**config.mk**
```make
export PLATFORM = sky130hd
export DESIGN_NAME = mem_stage
export DESIGN_NICKNAME = d
export VERILOG_FILES = /design/src/rtl/mem_stage.sv
export SDC_FILE = /design/constraint.sdc
export NUM_CORES = 1
export LEC_CHECK = 0
export CAP_MARGIN = 20
export CORE_MARGIN = 8
export CORE_UTILIZATION = 48
export DETAILED_ROUTE_END_ITERATION = 8
export HOLD_SLACK_MARGIN = 0.06
export PLACE_DENSITY = 0.87
export SETUP_SLACK_MARGIN = 0.02
export SLEW_MARGIN = 0
export SYNTH_ARGS = -nofsm -noshare
export SYNTH_HDL_FRONTEND = slang
export SYNTH_SLANG_ARGS = --single-unit
```
**constraint.sdc**
```tcl
create_clock -name clk -period 10.5 [get_ports clk]
set_input_delay 1.575 -clock clk [delete_from_list [all_inputs] [get_ports clk]]
set_output_delay 1.575 -clock clk [all_outputs]
set_load 0.01 [all_outputs]
```
**src/rtl/mem_stage.sv**
```systemverilog
// rtl/mem_stage.sv - pipeline memory-access stage: load/store bus handshake, lane steering, write-back record
module mem_stage #(
  parameter logic [7:0] TIMEOUT_CYCLES = 8'd255
) (
  input  logic        clk,
  input  logic        rst,
  input  logic        in_valid,
  input  logic [31:0] alu_result,
  input  logic [31:0] rs2_val,
  input  logic [4:0]  rd_idx,
  input  logic [31:0] instr,
  input  logic [3:0]  instr_type,
  output logic        stall_out,
  output logic        dmem_req,
  output logic        dmem_we,
  output logic [31:0] dmem_addr,
  output logic [31:0] dmem_wdata,
  output logic [3:0]  dmem_be,
  input  logic        dmem_ack,
  input  logic [31:0] dmem_rdata,
  output logic        wb_valid,
  output logic        wb_we,
  output logic [4:0]  wb_rd_idx,
  output logic [31:0] wb_data,
  output logic        misalign_err,
  output logic        bus_err
);

  typedef enum logic {S_IDLE, S_WAIT} state_t;

  state_t      r_state;
  state_t      w_state_next;
  logic [7:0]  r_cnt;
  logic [1:0]  r_addr_lo;
  logic [2:0]  r_funct3;
  logic        r_is_load;
  logic [4:0]  r_rd_idx;

  logic [2:0]  w_funct3;
  logic [1:0]  w_a;
  logic        w_is_load;
  logic        w_is_store;
  logic        w_legal;
  logic        w_misalign;
  logic        w_mem_ok;
  logic [3:0]  w_be;
  logic [31:0] w_wdata;
  logic [7:0]  w_cnt_inc;
  logic        w_timeout;
  logic [31:0] w_shifted;
  logic [15:0] w_half;
  logic [31:0] w_load_val;

  assign w_funct3   = instr[14:12];
  assign w_a        = alu_result[1:0];
  assign w_is_load  = (instr_type == 4'h1);
  assign w_is_store = (instr_type == 4'h2);
  assign w_mem_ok   = (w_is_load || w_is_store) && w_legal && !w_misalign;
  assign w_cnt_inc  = r_cnt + 8'd1;
  assign w_timeout  = (w_cnt_inc == TIMEOUT_CYCLES);

  // Decode funct3 legality, alignment, and store byte-lane steering for the incoming op
  always_comb begin
    w_legal    = 1'b0;
    w_misalign = 1'b0;
    w_be       = 4'b1111;
    w_wdata    = 32'h0;
    if (w_is_load) begin
      w_legal = (w_funct3 == 3'b000) || (w_funct3 == 3'b001) || (w_funct3 == 3'b010) ||
                (w_funct3 == 3'b100) || (w_funct3 == 3'b101);
    end else if (w_is_store) begin
      w_legal = (w_funct3 == 3'b000) || (w_funct3 == 3'b001) || (w_funct3 == 3'b010);
    end
    if (w_funct3[1:0] == 2'b10) begin
      w_misalign = (w_a != 2'b00);
    end else if (w_funct3[1:0] == 2'b01) begin
      w_misalign = w_a[0];
    end
    if (w_is_store) begin
      case (w_funct3[1:0])
        2'b00: begin
          w_be    = 4'b0001 << w_a;
          w_wdata = {4{rs2_val[7:0]}};
        end
        2'b01: begin
          w_be    = 4'b0011 << w_a;
          w_wdata = {2{rs2_val[15:0]}};
        end
        default: begin
          w_be    = 4'b1111;
          w_wdata = rs2_val;
        end
      endcase
    end
  end

  // Select the addressed lane of the read word and extend it per the load width
  always_comb begin
    w_shifted  = dmem_rdata >> {r_addr_lo, 3'b000};
    w_half     = r_addr_lo[1] ? dmem_rdata[31:16] : dmem_rdata[15:0];
    case (r_funct3)
      3'b000:  w_load_val = {{24{w_shifted[7]}}, w_shifted[7:0]};
      3'b001:  w_load_val = {{16{w_half[15]}}, w_half};
      3'b100:  w_load_val = {24'h0, w_shifted[7:0]};
      3'b101:  w_load_val = {16'h0, w_half};
      default: w_load_val = dmem_rdata;
    endcase
  end

  // FSM state register
  always_ff @(posedge clk or posedge rst) begin
    if (rst) r_state <= S_IDLE;
    else     r_state <= w_state_next;
  end

  // Next-state and stall: stall launches with the request and releases in the ack cycle
  always_comb begin
    w_state_next = r_state;
    stall_out    = 1'b0;
    case (r_state)
      S_IDLE: begin
        if (in_valid && w_mem_ok) begin
          w_state_next = S_WAIT;
          stall_out    = 1'b1;
        end
      end
      S_WAIT: begin
        stall_out = !dmem_ack;
        if (dmem_ack || w_timeout) w_state_next = S_IDLE;
      end
      default: w_state_next = S_IDLE;
    endcase
    if (rst) stall_out = 1'b0;
  end

  // Request registers, transaction context, timeout counter and the write-back record
  always_ff @(posedge clk or posedge rst) begin
    if (rst) begin
      dmem_req     <= 1'b0;
      dmem_we      <= 1'b0;
      dmem_addr    <= 32'h0;
      dmem_wdata   <= 32'h0;
      dmem_be      <= 4'h0;
      wb_valid     <= 1'b0;
      wb_we        <= 1'b0;
      wb_rd_idx    <= 5'h0;
      wb_data      <= 32'h0;
      misalign_err <= 1'b0;
      bus_err      <= 1'b0;
      r_cnt        <= 8'h0;
      r_addr_lo    <= 2'b00;
      r_funct3     <= 3'b000;
      r_is_load    <= 1'b0;
      r_rd_idx     <= 5'h0;
    end else begin
      wb_valid     <= 1'b0;
      wb_we        <= 1'b0;
      misalign_err <= 1'b0;
      bus_err      <= 1'b0;
      case (r_state)
        S_IDLE: begin
          if (in_valid) begin
            if (!w_is_load && !w_is_store) begin
              wb_valid  <= 1'b1;
              wb_we     <= (rd_idx != 5'd0);
              wb_data   <= alu_result;
              wb_rd_idx <= rd_idx;
            end else if (w_mem_ok) begin
              dmem_req   <= 1'b1;
              dmem_we    <= w_is_store;
              dmem_addr  <= {alu_result[31:2], 2'b00};
              dmem_be    <= w_be;
              dmem_wdata <= w_wdata;
              r_cnt      <= 8'h0;
              r_addr_lo  <= w_a;
              r_funct3   <= w_funct3;
              r_is_load  <= w_is_load;
              r_rd_idx   <= rd_idx;
            end else begin
              wb_valid     <= 1'b1;
              wb_data      <= 32'h0;
              wb_rd_idx    <= rd_idx;
              misalign_err <= 1'b1;
            end
          end
        end
        S_WAIT: begin
          if (dmem_ack) begin
            dmem_req  <= 1'b0;
            wb_valid  <= 1'b1;
            wb_rd_idx <= r_rd_idx;
            wb_we     <= r_is_load && (r_rd_idx != 5'd0);
            wb_data   <= r_is_load ? w_load_val : 32'h0;
          end else if (w_timeout) begin
            dmem_req  <= 1'b0;
            wb_valid  <= 1'b1;
            wb_rd_idx <= r_rd_idx;
            wb_data   <= 32'h0;
            bus_err   <= 1'b1;
          end else begin
            r_cnt <= w_cnt_inc;
          end
        end
        default: dmem_req <= 1'b0;
      endcase
    end
  end

endmodule

```
* Word-level counts from Yosys, hierarchy flattened
Cells that the tools add are included.
Word-level totals: bits in registers 129, latch bits 0, RAM bits 0, bits in read-only memories 0, bits of input ports 141, output and inout bits 112, logic and storage cells 122, memories kept 0
Operators by class: add/sub/neg operators 1, multiply operators 0, div/mod/pow operators 0, order comparisons 0, equality and inequality tests 19, shifts and indexed selects 3, multiplexer cells 55, bitwise operators 2, reductions and logical operators 25
Operators by type and width (count):
- two-way mux 32 bit | 7
- one-hot mux 32 bit (2 select lines) | 2
- one-hot mux 32 bit (4 select lines) | 1
- two-way mux 8 bit | 5
- right shift 32 x 5 -> 8 bit | 1
- two-way mux 1 bit | 25
- two-way mux 5 bit | 5
- two-way mux 16 bit | 1
- one-hot mux 8 bit (2 select lines) | 1
- == test 3 bit (second input constant) | 4
- != test 2 bit (second input constant) | 5
- one-hot mux 1 bit (2 select lines) | 5
- one-hot mux 5 bit (2 select lines) | 1
- nonzero test 5 bit | 2
- adder 8 x 1 -> 8 bit (second input constant) | 1
- == test 8 bit (second input constant) | 1
- one-hot mux 4 bit (2 select lines) | 1
- AND reduction 4 bit | 2
- == test 3 x 1 -> 1 bit (second input constant) | 2
- logical NOT 3 bit | 2
- logical OR 1 bit | 6
- logical AND 1 bit | 5
- AND reduction 5 bit | 1
- == test 4 x 1 -> 1 bit (second input constant) | 1
- 14 further kinds | 18

* Depth between registers and ports, before layout
depth after elaboration 12, depth in mapped cells 9, gate-level depth less buffers 7

* Worst setup path after synthesis
OpenSTA, ideal clock, no wires.
path type input-to-output, start input port alu_result[0], end output port stall_out, arrival 3.008 ns, path slack 5.917 ns, stages 7, path buffers 3, path through buf_2 > o31a_1 > o22ai_2 > nand4_1 > clkbuf_1 > clkbuf_1 > a21oi_1
Between the ends: longest elaborated chain between the ends 8, elaborated cells on any way between the ends 9, those cells by class mux: 5; reduce/logical: 4
Ends and longest elaborated chain:
- start: declaration | RTL line 8 | input logic [31:0] alu_result,
- two-way mux 1 bit or nonzero test 2 bit (tied branches) | RTL line 76, 75
- two-way mux 1 bit (*) | RTL line 74 | if (w_funct3[1:0] == 2'b10) begin
- logical NOT 1 bit (*) | RTL line 58 | assign w_mem_ok = (w_is_load || w_is_store) && w_legal && !w_misalign;
- logical AND 1 bit (*) | RTL line 58
- logical AND 1 bit (*) | RTL line 122 | if (in_valid && w_mem_ok) begin
- two-way mux 1 bit (*) | RTL line 122
- one-hot mux 1 bit (2 select lines) (*) | RTL line 120 | case (r_state)
- two-way mux 1 bit (*) | RTL line 133 | if (rst) stall_out = 1'b0;
- end: declaration | RTL line 13 | output logic stall_out,
Every way passes the cells marked *; elsewhere a longest branch is shown, timed or not.

* Worst setup path after layout
start input port instr[12], end output port stall_out
Between the ends: longest elaborated chain between the ends 12, elaborated cells on any way between the ends 22, those cells by class eq/ne: 6; mux: 7; reduce/logical: 9
Ends and longest elaborated chain:
- start: declaration | RTL line 11 | input logic [31:0] instr,
- == test 3 x 1 -> 1 bit or logical NOT 3 bit (tied branches) | RTL line 69, 72
- logical OR 1 bit (2 in a row) | RTL line 69, 72
- logical OR 1 bit | RTL line 69 | w_legal = (w_funct3 == 3'b000) || (w_funct3 == 3'b001) || (w_funct3 == 3'b010) ||
- logical OR 1 bit | RTL line 70 | (w_funct3 == 3'b100) || (w_funct3 == 3'b101);
- two-way mux 1 bit | RTL line 68 | if (w_is_load) begin
- logical AND 1 bit | RTL line 58
- logical AND 1 bit (*) | RTL line 58
- logical AND 1 bit (*) | RTL line 122
- two-way mux 1 bit (*) | RTL line 122
- one-hot mux 1 bit (2 select lines) (*) | RTL line 120
- two-way mux 1 bit (*) | RTL line 133
Marked as above.

==> impl_results.md <==
- Outcome: complete, no violations
- DRC Markers: 0
- Sequential share of the synthesized area: 50.4%
- Data arrival, critical path: 4.24 ns
- Setup TNS: 0 ns
- Fin nets: 921
- Critical path peak fanout: 13
- Num Clock Sinks: 129
- CP most frequent cell: clkdlybuf4s50_1
- Cells after Synth: 568
- Vias per cell: 5.87
- DR pass1 iterations: 6
- Hold Violations, Final: 0
- Global-route wire length before repair: 33,600 um
- Avg Cell Area, Syn: 11.3 um2
- Max H-tree Level: 4
- Mapped Area: 6410 um2
- Cell taking the most area after synthesis: dfrtp_1
- Share of post-route cells with drive strength above 1: 14.9%
- Gr ovfl total: 0
- Critical path class: in2out
- Setup crit end: stall_out
- Total power: 1.66 mW
- Critical Path Slowest Stage Cell: clkdlybuf4s50_1
- Worst Setup End Kind: primary output
- Core area: 13,100 um2
- Yosys top cell area share: 50.4%
- Ys Warns: 0
- Largest net degree at the start of global routing: 106
- Post-synth EDFFs: 0
- Synth Register Bits: 129
- LEAKAGE: 3.96 nW
- Fin crit share: 55.4%
- Worst EP required: 8.93 ns
- Gpl congestion: 0.881
- Die width: 132 um
- Hold_ws: 0.476 ns
- Initial antenna violation count: 0
- Worst-skew pair later-pin latency: 0.42 ns
- Slew HR: 26.7%
- Site Rows: 42
- Tmin final: 5.81 ns
- Initial core utilization: 48.8%
- Avg WL per Cell: 22.1 um
- Buf/Inv on CP: 2
- Clock Path Buffers: 2
- Largest cells by area after synthesis: dfrtp_1, mux2_2, mux2i_1
- Worst reg2reg path depth: 6
- Final setup vio count: 0
- Max incr delay on CP: 0.75 ns
- Post-CTS sizing: 0
- Worst reg2reg setup slack: 7.40 ns
- Final HPWL DP: 15,600 um
- Ports: 253
- Chip height: 132 um
- Clock-pin transition on the worst setup and hold timing paths: 0.06 ns
- CTS Buf Count: 17
- Post-DRT Antenna Nets: 0
- Pre-CTS setup slack: 4.71 ns
- Synth cell count leaders: dfrtp_1, nand2_1, mux2_2, mux2i_1, o21ai_0
- Final wirelength: 21,400 um
- Crit-path leading delay family: buffers and inverters
- Worst path setup slack after routing: 4.69 ns
- Least-Margin Pin Slew: 1.10 ns
- Top-count cell post-synth: dfrtp_1
- Netlist cell types: 60
- Worst Setup SP: instr[12]
- CP Cell Sequence: clkdlybuf4s50_1 -> o31a_1 -> o22ai_2 -> nand4_1 -> a21oi_1 -> clkdlybuf4s50_1
- Fmax: 172 MHz
- Reg2reg start: r_cnt[0]$_DFFE_PP0P_
- Total track usage: 24.5%
- Final clock skew: 0.00902 ns
- Max_cap viols: 0
- Power Density: 177 nW/um2
- Worst IR drop on VDD: 0.0963 mV
- Vias: 5,675
- Port Buffers: 221
- Vias in the first global route: 5,888
- Post-CTS Setup Bufs: 0
- Unrepaired setup endpoints after global routing: no
- Die ar.: 17,300 um2
- R2r endpoint: wb_data[20]$_DFFE_PP0P_
- CP Launch Type: input pin
- Max-slew violations: 0
- DR iter-0 viols: 575
- Main synth FF type: dfrtp_1
- Worst path depth: 6
- Asr flop ratio synth: 100%
- CTS tree: done
- Root Buffer: clkbuf_16
- Diode count: 0
- Layout overhead on the synthesized area: 46.0%
- Type of the tightest min-delay check: reg2reg
- Cts hold-fix bufs: 0
## layout by cell type, fill, tap and decap left out, types with 4 or more instances in the layout
cell type        instances
dfrtp_1                129
nand2b_1                13
o21ai_0                 30
mux2_1                  11
buf_4                    6
nor2_1                  18
clkbuf_16               17
o2bb2ai_1                7
mux2_2                  61
inv_6                    4
o221a_1                  5
nand2_1                 62
clkinvlp_4               4
a211oi_1                 4
o31ai_1                 24
a221o_1                 17
clkdlybuf4s50_1        221
inv_1                   15
o221ai_1                 7
a21oi_1                 29
mux2i_1                 34
## per-stage QoR
| stage | cells | utilization, % | cell area, um2 |
|---|---|---|---|
| after global placement | 932 | 66.1 | 8690 |
| after CTS | 965 | 70.9 | 9320 |
| after global routing | 967 | 71.2 | 9360 |
| after detailed placement | 933 | 66.2 | 8700 |
| final | 967 | 71.2 | 9360 |
| after floorplan | 569 | - | 6410 |
## power by group
group	switching, mW	internal [mW]
clock network	0.234	0.382
logic	0.176	0.231
registers	0.0623	0.574
total	0.472	1.19
## logic make-up (layout without fill, tap and decap cells)
group | Yosys count | in the layout | share of synthesized area [%]
multiplexers | 109 | 109 | 18.8
buffers and inverters | 55 | 277 | 4.00
AO/OA/AOI/OAI | 145 | 145 | 16.7
adder cells (fa/ha/maj) | 2 | 2 | 0.391
AND/OR/NAND/NOR | 125 | 125 | 9.38
XOR/XNOR | 2 | 2 | 0.273
other | 1 | 2 | 0.0585
flip-flops | 129 | 129 | 50.4
## how the worst min path moves through the flow
stage	endpoint	start	cells after the start
2_1_floorplan	r_is_load$_DFFE_PP0P_	r_is_load$_DFFE_PP0P_	2
3_3_place_gp	dmem_wdata[23]$_DFFE_PP0P_	dmem_wdata[23]$_DFFE_PP0P_	2
3_5_place_dp	dmem_be[1]$_DFFE_PP0P_	dmem_be[1]$_DFFE_PP0P_	1
4_1_cts	dmem_be[3]$_DFFE_PP0P_	dmem_be[3]$_DFFE_PP0P_	1
5_1_grt	dmem_be[1]$_DFFE_PP0P_	dmem_be[1]$_DFFE_PP0P_	1
6_report	dmem_be[3]$_DFFE_PP0P_	dmem_be[3]$_DFFE_PP0P_	1
## routing by layer
| metal | share of wire (%) | vias to the layer above | track usage [%] |
|---|---|---|---|
| met5 | 0 | - | 0 |
| met4 | 2.9 | 0 | 9.96 |
| met3 | 9.1 | 47 | 9.07 |
| met2 | 48 | 301 | 40.0 |
| met1 | 40 | 2809 | 28.7 |
| li1 | - | 2518 | - |
## state kept, by name, indices dropped and copies added (netlist names), 2 cells and up
name / count
dmem_wdata: 32
r_funct3: 3
r_addr_lo: 2
r_rd_idx: 5
dmem_be: 4
r_cnt: 8
wb_data: 32
wb_rd_idx: 5
dmem_addr: 30
## layout make-up
type	instances	area, um2
clock buffer	18	439
clock inverter	14	178
fill	900	3780
inverter	16	62.6
multi-input combinational	385	2930
sequential	129	3230
tap	176	220
timing repair buffer	229	2300
Power figures use the tool's default switching activity.
==> edit: new RTL, config.mk and constraints unchanged <==
Put one more register stage on the output `bus_err`, with the module's reset. The value now appears one clock later. The other outputs are not delayed to match.
--- a/src/rtl/mem_stage.sv
+++ b/src/rtl/mem_stage.sv
@@ -29,4 +29,6 @@
   typedef enum logic {S_IDLE, S_WAIT} state_t;
 
+  logic bus_err_s0;
+
   state_t      r_state;
   state_t      w_state_next;
@@ -147,5 +149,5 @@
       wb_data      <= 32'h0;
       misalign_err <= 1'b0;
-      bus_err      <= 1'b0;
+      bus_err_s0   <= 1'b0;
       r_cnt        <= 8'h0;
       r_addr_lo    <= 2'b00;
@@ -157,5 +159,5 @@
       wb_we        <= 1'b0;
       misalign_err <= 1'b0;
-      bus_err      <= 1'b0;
+      bus_err_s0   <= 1'b0;
       case (r_state)
         S_IDLE: begin
@@ -197,5 +199,5 @@
             wb_rd_idx <= r_rd_idx;
             wb_data   <= 32'h0;
-            bus_err   <= 1'b1;
+            bus_err_s0 <= 1'b1;
           end else begin
             r_cnt <= w_cnt_inc;
@@ -207,4 +209,12 @@
   end
 
+  always_ff @(posedge clk or posedge rst) begin
+    if (rst) begin
+      bus_err <= '0;
+    end else begin
+      bus_err <= bus_err_s0;
+    end
+  end
+
 endmodule
 
Behaviour: same outputs for any inputs over 4 cycles, from zero or initial values and one cycle with rst high; that may be too few to reach the edited logic, so the function may still have changed.
==> edit against the original RTL <==
Synthesized area rose by 0.92%. Sequential cell count rose by 1. Sequential power rose by 3.5%. Via count rose by 1.1%. Wire length rose by 0.85%. Cell area rose by 0.13%. Total power rose by 6.5%. Non-clock buffer count fell by 1. Global-route usage barely moved. Worst setup slack improved by 0.31 ns. Utilization fell by 0.19 points. Highest routed layer unchanged.
==> edit: results (changes against the original RTL) <==
Routing
  • Met3 wire length: 2.47 mm (+26%)
  • DRT iter0 DRCs: 497 (-14%)
  • Wire per inst: 21.9 um (-1.1%)
  • Via/cell ratio: 5.82 (-0.86%)
  • Drt first pass iters: 4 (-2)
  • Wire length on met2: 10.2 mm (-0.98%)

Setup path
  • Reg-to-reg endpoint: wb_data[27]
  • Crit-path max cell delay: 0.78 ns (+0.03 ns)
  • Data arrival, critical path: 3.93 ns (-0.31 ns)
  • R2r setup slk: 7.38 ns (-0.02 ns)

Pwr
  • Static Leakage: 4.03 nW (+1.7%)
  • Worst vdd ir: 120 uV (+24%)

Global route
  • Grt met1 use: 28.1% (-0.63 points)
  • Total GRT Usage: 24.5% (-0.039 points)
  • Met2 Use GR: 39.1% (-0.94 points)
  • Largest net degree at the start of global routing: 104 (-1.9%)
  • First-pass GRT wire length: 33.6 mm (+0.14%)

Logic synthesis
  • Post-synth top cells: dfrtp_1 (130), mux2_2 (64), nand2_1 (60)
  • Synth unique cells: 59 (-1.7%)
  • Dominant cells by area after synthesis: dfrtp_1 (50%), mux2_2 (11%), mux2i_1 (5.9%)
  • Sequential share of the synthesized area: 50.3% (-0.071 points)

STA
  • Rel. slew slack: 28.8% (+2.1 points)
  • Layout Skew: 0.00754 ns (-0.00148 ns)
  • Fin Hold WS: 0.374 ns (-0.102 ns)

Placed design
  • HPWL after DPL: 15.8 mm (+0.92%)
  • RePlAce Congestion: 0.889 (+0.91%)
  • Cell Area, Placed: 8770 um2 (+0.76%)

Clock tree
  • Clock latency on the worst-skew pair: 0.43 ns

Layout
  • Filler cell count: 922 (+2.4%)
  • Layout cell share with drive strength beyond 1: 15.8% (+0.88 points)
  • Layout net count: 940 (+2.1%)

Run status
  • Outcome: completed
==> edit: changes by cell type in the layout (fill, tap and decap cells not counted), moves of 5 or more <==
cell	change
a221o_1	-17
nor2_1	+17
o2bb2ai_1	+16
nand3_1	+6
mux2_1	-11
o221a_2	+5
mux2_4	+5
o221a_1	-5
==> edit: layout make-up <==
cell class,instances,area [um2],share of cell area [%]
well taps,176,220,2.35
repair buffers,228,2260,24.2
clock inverters,15,173,1.84
multi-input cells,405,2970,31.7
flip-flops and latches,130,3250,34.7
clock buffers,17,425,4.54
inverters,15,58.8,0.628
==> edit: cells by family after synthesis <==
logic type | after synthesis | synth area share (%)
AO/OA/AOI/OAI | 143 | 15.6
XOR/XNOR | 2 | 0.271
other | 1 | 0.0580
multiplexers | 110 | 19.0
buffers and inverters | 57 | 3.81
adder cells (fa/ha/maj) | 2 | 0.387
AND/OR/NAND/NOR | 146 | 10.6
flip-flops | 130 | 50.3
==> edit: through the flow <==
stage / power (mW) / setup slack (ns) / cells
finish: 1.77 / 5.00 / 986
global placement: 1.15 / 5.02 / 954
CTS: 1.78 / 5.00 / 986
global route: 1.85 / 4.86 / 986
floorplan: 0.913 / 5.46 / 592
detailed placement: 1.18 / 5.02 / 954
==> edit: how the worst min path moves through the flow <==
stage | cells after the start | start | endpoint
floorplan | 0 | bus_err_s0 | bus_err
global placement | 0 | bus_err_s0 | bus_err
detailed placement | 0 | bus_err_s0 | bus_err
CTS | 0 | bus_err_s0 | bus_err
global route | 0 | bus_err_s0 | bus_err
finish | 0 | bus_err_s0 | bus_err
==> edit: power by group through the flow <==
stage	clock (mW)	combinational [mW]	sequential, mW
floorplan	0	0.238	0.675
global placement	0	0.497	0.658
detailed placement	0	0.511	0.665
CTS	0.606	0.515	0.658
global route	0.628	0.549	0.670
finish	0.598	0.512	0.659
